<file path="config.mk">
export PLATFORM = sky130hd
export DESIGN_NAME = ex_mem_stage
export DESIGN_NICKNAME = d
export VERILOG_FILES = /design/src/rtl/ex_mem_stage.sv
export SDC_FILE = /design/constraint.sdc
export NUM_CORES = 1
export LEC_CHECK = 0
export CAP_MARGIN = 10
export CORE_UTILIZATION = 44
export DETAILED_ROUTE_END_ITERATION = 6
export PLACE_DENSITY = 0.94
export SYNTH_ARGS = -nofsm -noshare
export SYNTH_HDL_FRONTEND = slang
export SYNTH_SLANG_ARGS = --single-unit
</file>
<file path="constraint.sdc">
create_clock -name clk -period 3.08 [get_ports clk]
set_clock_uncertainty 0.1 [all_clocks]
set_input_delay 0.77 -clock clk [delete_from_list [all_inputs] [get_ports clk]]
set_output_delay 0.77 -clock clk [all_outputs]
set_load 0.01 [all_outputs]
</file>
<file path="src/rtl/ex_mem_stage.sv">
// EX/MEM pipeline register: captures the EX control word and datapath fields for the MEM stage.
// Latency: 1 cycle from EX to the MEM-facing outputs; mem_req is registered alongside the slot.
// Backpressure: stall_out is high while a load/store waits for mem_ready and EX must hold its outputs.
module ex_mem_stage #(
    parameter int CTRL_W  = 22,
    parameter int DATA_W  = 32,
    parameter int REG_W   = 5,
    parameter int LD_BIT  = 0,
    parameter int ST_BIT  = 1,
    parameter int TIMEOUT = 15
) (
    input  logic              clk,
    input  logic              reset,
    input  logic              ex_valid,
    input  logic [CTRL_W-1:0] ex_ctrl,
    input  logic [DATA_W-1:0] ex_alu_result,
    input  logic [DATA_W-1:0] ex_store_data,
    input  logic [REG_W-1:0]  ex_rd,
    input  logic              flush,
    input  logic              mem_ready,
    output logic              stall_out,
    output logic              mem_valid,
    output logic [CTRL_W-1:0] mem_ctrl,
    output logic [DATA_W-1:0] mem_alu_result,
    output logic [DATA_W-1:0] mem_store_data,
    output logic [REG_W-1:0]  mem_rd,
    output logic              mem_req,
    output logic              mem_timeout,
    output logic [15:0]       stall_cycles
);

    localparam int CNT_W = $clog2(TIMEOUT + 1);
    localparam logic [CNT_W-1:0] TMO_CNT = CNT_W'(TIMEOUT);

    typedef enum logic [1:0] {
        S_EMPTY = 2'd0,
        S_PASS  = 2'd1,
        S_WAIT  = 2'd2
    } state_t;

    state_t           state_q;
    state_t           state_d;
    logic             pending_flush_q;
    logic [CNT_W-1:0] wait_cnt_q;
    logic [CNT_W-1:0] wait_cnt_inc;
    logic             accept;
    logic             eff_flush;
    logic             take_bubble;
    logic             is_mem;

    always_comb begin
        accept      = (state_q != S_WAIT) | mem_ready;
        eff_flush   = flush | pending_flush_q;
        take_bubble = eff_flush | ~ex_valid;
        is_mem      = ex_ctrl[LD_BIT] | ex_ctrl[ST_BIT];
        state_d     = state_q;
        if (accept) begin
            if (take_bubble) begin
                // A squashed instruction still occupies the slot as a bubble.
                state_d = (eff_flush | ex_valid) ? S_PASS : S_EMPTY;
            end else begin
                state_d = is_mem ? S_WAIT : S_PASS;
            end
        end
    end

    assign stall_out    = ~accept;
    assign wait_cnt_inc = (wait_cnt_q == TMO_CNT) ? wait_cnt_q : wait_cnt_q + 1'b1;

    always_ff @(posedge clk or negedge reset) begin
        if (!reset) begin
            state_q <= S_EMPTY;
        end else begin
            state_q <= state_d;
        end
    end

    always_ff @(posedge clk or negedge reset) begin
        if (!reset) begin
            mem_valid      <= 1'b0;
            mem_ctrl       <= '0;
            mem_alu_result <= '0;
            mem_store_data <= '0;
            mem_rd         <= '0;
            mem_req        <= 1'b0;
        end else if (accept) begin
            mem_req <= (state_d == S_WAIT);
            if (take_bubble) begin
                mem_valid      <= 1'b0;
                mem_ctrl       <= '0;
                mem_alu_result <= '0;
                mem_store_data <= '0;
                mem_rd         <= '0;
            end else begin
                mem_valid      <= 1'b1;
                mem_ctrl       <= ex_ctrl;
                mem_alu_result <= ex_alu_result;
                mem_store_data <= ex_store_data;
                mem_rd         <= ex_rd;
            end
        end
    end

    // A flush seen while stalled is remembered and applied to the instruction accepted next.
    always_ff @(posedge clk or negedge reset) begin
        if (!reset) begin
            pending_flush_q <= 1'b0;
            wait_cnt_q      <= '0;
            mem_timeout     <= 1'b0;
        end else if (accept) begin
            pending_flush_q <= 1'b0;
            wait_cnt_q      <= '0;
        end else begin
            if (flush) begin
                pending_flush_q <= 1'b1;
            end
            wait_cnt_q <= wait_cnt_inc;
            if (wait_cnt_inc == TMO_CNT) begin
                mem_timeout <= 1'b1;
            end
        end
    end

    always_ff @(posedge clk or negedge reset) begin
        if (!reset) begin
            stall_cycles <= '0;
        end else if (stall_out && (stall_cycles != 16'hFFFF)) begin
            stall_cycles <= stall_cycles + 16'd1;
        end
    end

endmodule

</file>
==> Word-level counts from Yosys, hierarchy flattened <==
Index checks and enable logic that the tools add are counted.
{ "totals": {"regBits": 117, "latch_bits": 0, "ram_bits": 0, "rom_bits": 0, "input_bits": 96, "out_inout_bits": 111, "mem_count": 0} }
{ "classes": {"addsub": 2, "multipliers": 0, "n_div": 0, "order_cmp": 0, "n_eq_ne": 5, "shift": 0, "n_mux": 13, "bitwise_logic": 7, "n_reduce_logical": 3} }
{ "ops": {"columns": ["op", "n"], "rows": [
  ["$mux W32", 2],
  ["$mux W22", 1],
  ["$add A16 B1 Y16 const B", 1],
  ["$ne A16 B16 Y1 const B", 1],
  ["$eq A4 B4 Y1 const B", 2],
  ["$mux W4", 2],
  ["$mux W2", 3],
  ["$mux W5", 1],
  ["$or A1 B1 Y1", 5],
  ["$add A4 B1 Y4 const B", 1],
  ["$mux W1", 4],
  ["$eq A2 B2 Y1 const B", 1],
  ["$ne A2 B2 Y1 const B", 1],
  ["$not A1 Y1", 2],
  ["$reduce_and A2 Y1", 1],
  ["$reduce_bool A2 Y1", 1],
  ["$logic_and A1 B1 Y1", 1]
]} }

==> Depth between registers and ports, before layout <==
{ "depth": {"depth_word": 6, "depth_mapped": 6, "mapped_depth_nobuf": 5} }

==> Worst setup path after synthesis <==
No wires, ideal clock.
{ "synth_timing": {"path_kind": "input port to output port", "from": "input port mem_ready", "to": "output port stall_out", "arrival_time_ns": 1.595, "slack_ns": 0.615, "cell_stages": 4, "cell_sequence": "or3b_1 -> buf_2 -> inv_2 -> buf_2"} }
{ "synth_via": {"elab_chain_len": 2} }
{ "synth_lines": {"columns": ["item", "line", "rtl"], "rows": [
  ["from (decl)", "20", "input logic mem_ready,"],
  ["$or A1 B1 Y1", "52", "accept = (state_q != S_WAIT) | mem_ready;"],
  ["$not A1 Y1 (no source line)", null, null],
  ["to (decl)", "21", "output logic stall_out,"]
]} }
No other way between the ends.

==> Worst setup path in the final report <==
Ends and elaborated chain as after synthesis.

==> summary.txt <==
Setup path
  • CP peak stage delay: 530 ps
  • Crit end category: output pin
  • Cell family with most CP delay: buffers and inverters
  • Number of buffers and inverters on the critical path: 3
  • Crit Path Class: in -> out
  • CP cell instances: clkdlybuf4s50_1 -> or3b_1 -> inv_2 -> clkdlybuf4s50_1
  • Most used cell, CP: clkdlybuf4s50_1
  • CP max stage cell: clkdlybuf4s50_1
  • Worst setup SP type: primary input
  • CP Max Fanout: 2
  • Critical path required time: 2210 ps
  • Crit path DAT: 2160 ps

Synthesis
  • Seq cells post-synth: 117
  • Yosys top cell by area: dfrtp_1
  • EDFF count, synth: 0
  • Commonest cells in the netlist: dfrtp_1, a22o_1, buf_2, nand3_1, nor2_1
  • Mapped Area: 4390 um^2
  • Syn_area_per_cell: 13.8 um^2
  • Asr flop ratio synth: 100%
  • Cells after Synth: 319
  • Top cell type's share of synthesized area: 66.7%
  • Sequential fraction of the synthesis area: 66.7%
  • Synth area leaders: dfrtp_1, a22o_1, buf_2
  • Ys flop type: dfrtp_1
  • Synth cell types: 28
  • Post-Syn Nets: 417
  • Synth warn: 0
  • Most common cell in the synthesized netlist: dfrtp_1

Hold path
  • Worst Hold Class: in -> async

Outcome
  • Outcome: finished clean

Drt
  • Vias: 3547
  • Final ANT Viol Nets: 0
  • # DRC: 0
  • DRT Pass-1 Iters: 4
  • Routed wire length: 12200 um
  • Wire length per cell: 18.1 um
  • Initial DRC count: 220
  • Vias per inst: 5.27

Clock tree
  • Resize count post-CTS: 0
  • Clock Latency Late Sink: 510 ps
  • Setup Buffers After CTS: 0
  • Worst-path clk slew: 50 ps
  • CTS tree: yes
  • TritonCTS Sinks: 117
  • TritonCTS Buffers: 17
  • H-tree depth: 4
  • CTS max path bufs: 2
  • CTS Root Cell: clkbuf_8
  • Post-CTS Hold Buffers: 0

Timing
  • Worst-Margin Slew: 633 ps
  • Fmax: 330 MHz
  • Setup violators final: 0
  • Final Critical Period: 3030 ps
  • Setup_tns: 0 ps
  • Slack of the critical path: 52.1 ps
  • RSZ-0062 raised after global routing: false
  • Final Hold Viols: 0
  • Final worst path period share: 98.3%
  • Pins Over Slew Limit: 0
  • Worst slew margin: 57.8%

Global routing
  • Number of global-route vias before repair: 3640
  • Overflow after GRT: 0
  • Met2 global-route usage: 40.4%
  • Global-route usage over all layers: 24.4%
  • Busiest grt layer: met2
  • Global Route met3 Usage: 7.93%
  • GR Util met1: 29.2%
  • Pin count of the biggest net entering global routing: 118
  • Initial antenna violation count: 0
  • First-pass GRT wire length: 18700 um

Run
  • Maxcap violations: 0

Finish
  • Layout cells sized above 1: 7.78%
  • Synth-to-layout area growth: 62.4%
  • Fill count: 669
  • Antenna fix cells: 0
  • Nets@finish: 627
  • Number of non-filler instances in the completed layout: 673

Placed design
  • Placer Congestion: 0.809
  • Port bufs: 206
  • DP Worst Slack: 51.6 ps
  • Post-detail-place hpwl: 8160 um
  • Dpl cells: 643

Die
  • Die Ht: 102 um
  • Core footprint: 9730 um^2
  • Initial core utilization: 45.1%
  • Die W: 102 um
  • Boundary pin count: 207
  • Row Count: 36
  • Die Area: 10400 um^2

Power
  • Sw frac: 22.5%
  • Cell Pwr Density: 560 nW/um^2
  • Leakage power figure: 3.18 nW
  • Sequential Power Share: 42.3%
  • Sw Pwr: 0.000900 W
  • Clk pwr share: 44.9%
  • Worst VDD drop: 318 uV
  • Combinational power share: 12.8%
  • P_int: 0.00310 W
-- power by group through the flow --
stage	logic (W)	clock network, W	registers (W)
finish	0.000513	0.00179	0.00169
global route	0.000550	0.00190	0.00170
CTS	0.000519	0.00182	0.00169
detailed placement	0.000516	0	0.00171
global placement	0.000502	0	0.00171
floorplan	0.000125	0	0.00174
-- area by class of cell --
cell class | count | area [um^2] | share of cell area, %
tap | 133 | 166 | 2.33
inverter | 1 | 3.75 | 0.0527
sequential | 117 | 2930 | 41.1
multi-input combinational | 179 | 1350 | 18.9
timing repair buffer | 213 | 2140 | 30.0
clock inverter | 4 | 45.0 | 0.632
clock buffer | 26 | 498 | 6.99
-- metrics by stage --
stage / utilization, % / total power, W / area [um^2] / hold slack (ps)
6_report: 73.3 / 0.00400 / 7130 / 229
5_1_grt: 73.3 / 0.00415 / 7130 / 292
4_1_cts: 73.3 / 0.00403 / 7130 / 267
3_5_place_dp: 67.7 / 0.00223 / 6590 / 364
3_3_place_gp: 67.7 / 0.00221 / 6590 / 359
2_1_floorplan: - / 0.00186 / 4390 / 369
-- worst paths after layout --
kind / startpoint / end / slack (ps) / cells past startpoint
max in group asynchronous: reset / mem_store_data[15] / 2150 / 2
min in group clk: mem_timeout / mem_timeout / 380 / 1
worst min register to register: mem_timeout / mem_timeout / 380 / 1
worst max register to register: stall_cycles[0] / stall_cycles[1] / 820 / 5
worst min-delay path: reset / stall_cycles[15] / 230 / 2
worst max-delay path: mem_ready / stall_out / 50 / 4
-- registers in the layout (all words and copies together), names as in the netlist --
signal and count:
mem_ctrl 22, mem_store_data 32, mem_timeout 1, pending_flush_q 1
wait_cnt_q 4, mem_rd 5, mem_alu_result 32, stall_cycles 16
state_q 2, mem_valid 1, mem_req 1
-- cell usage in the layout, fill, tap and decap left out, drive strengths merged, types with 2 or more instances in the layout --
cell / n
a22o: 91
and2: 2
and3: 2
buf: 8
clkbuf: 26
clkdlybuf4s50: 205
clkinv: 3
dfrtp: 117
ha: 2
nand2: 11
nand2b: 2
nand3: 14
nand4: 6
nor2: 12
nor3: 7
o21ai: 4
xnor2: 11
xor2: 5
-- kinds of logic (layout without fill, tap and decap cells) --
| logic type | count (synthesis) | count (layout) | share of synthesized area (%) |
|---|---|---|---|
| compound gates | 98 | 98 | 19.1 |
| xor+xnor | 16 | 16 | 3.19 |
| fa+ha+maj | 2 | 2 | 0.570 |
| buf+inv | 23 | 244 | 2.59 |
| flops | 117 | 117 | 66.7 |
| mux | 2 | 2 | 0.570 |
| simple gates | 61 | 61 | 7.32 |
-- per-layer routing --
| layer | routed length [um] | part of all wire, % | vias up |
|---|---|---|---|
| met5 | 0 | 0 | - |
| met4 | 263 | 2.2 | 0 |
| met3 | 766 | 6.3 | 26 |
| met2 | 6230 | 51 | 150 |
| met1 | 4900 | 40 | 1755 |
| li1 | - | - | 1616 |
-- worst register-to-register path: cells and delay by family (launching register included) --
family	cells	cell delay, ps
flip-flops	1	420
adder cells (fa/ha/maj)	1	250
AND/OR/NAND/NOR	3	1100
multiplexers	1	290
No activity file was read; power rests on OpenSTA's default activity.
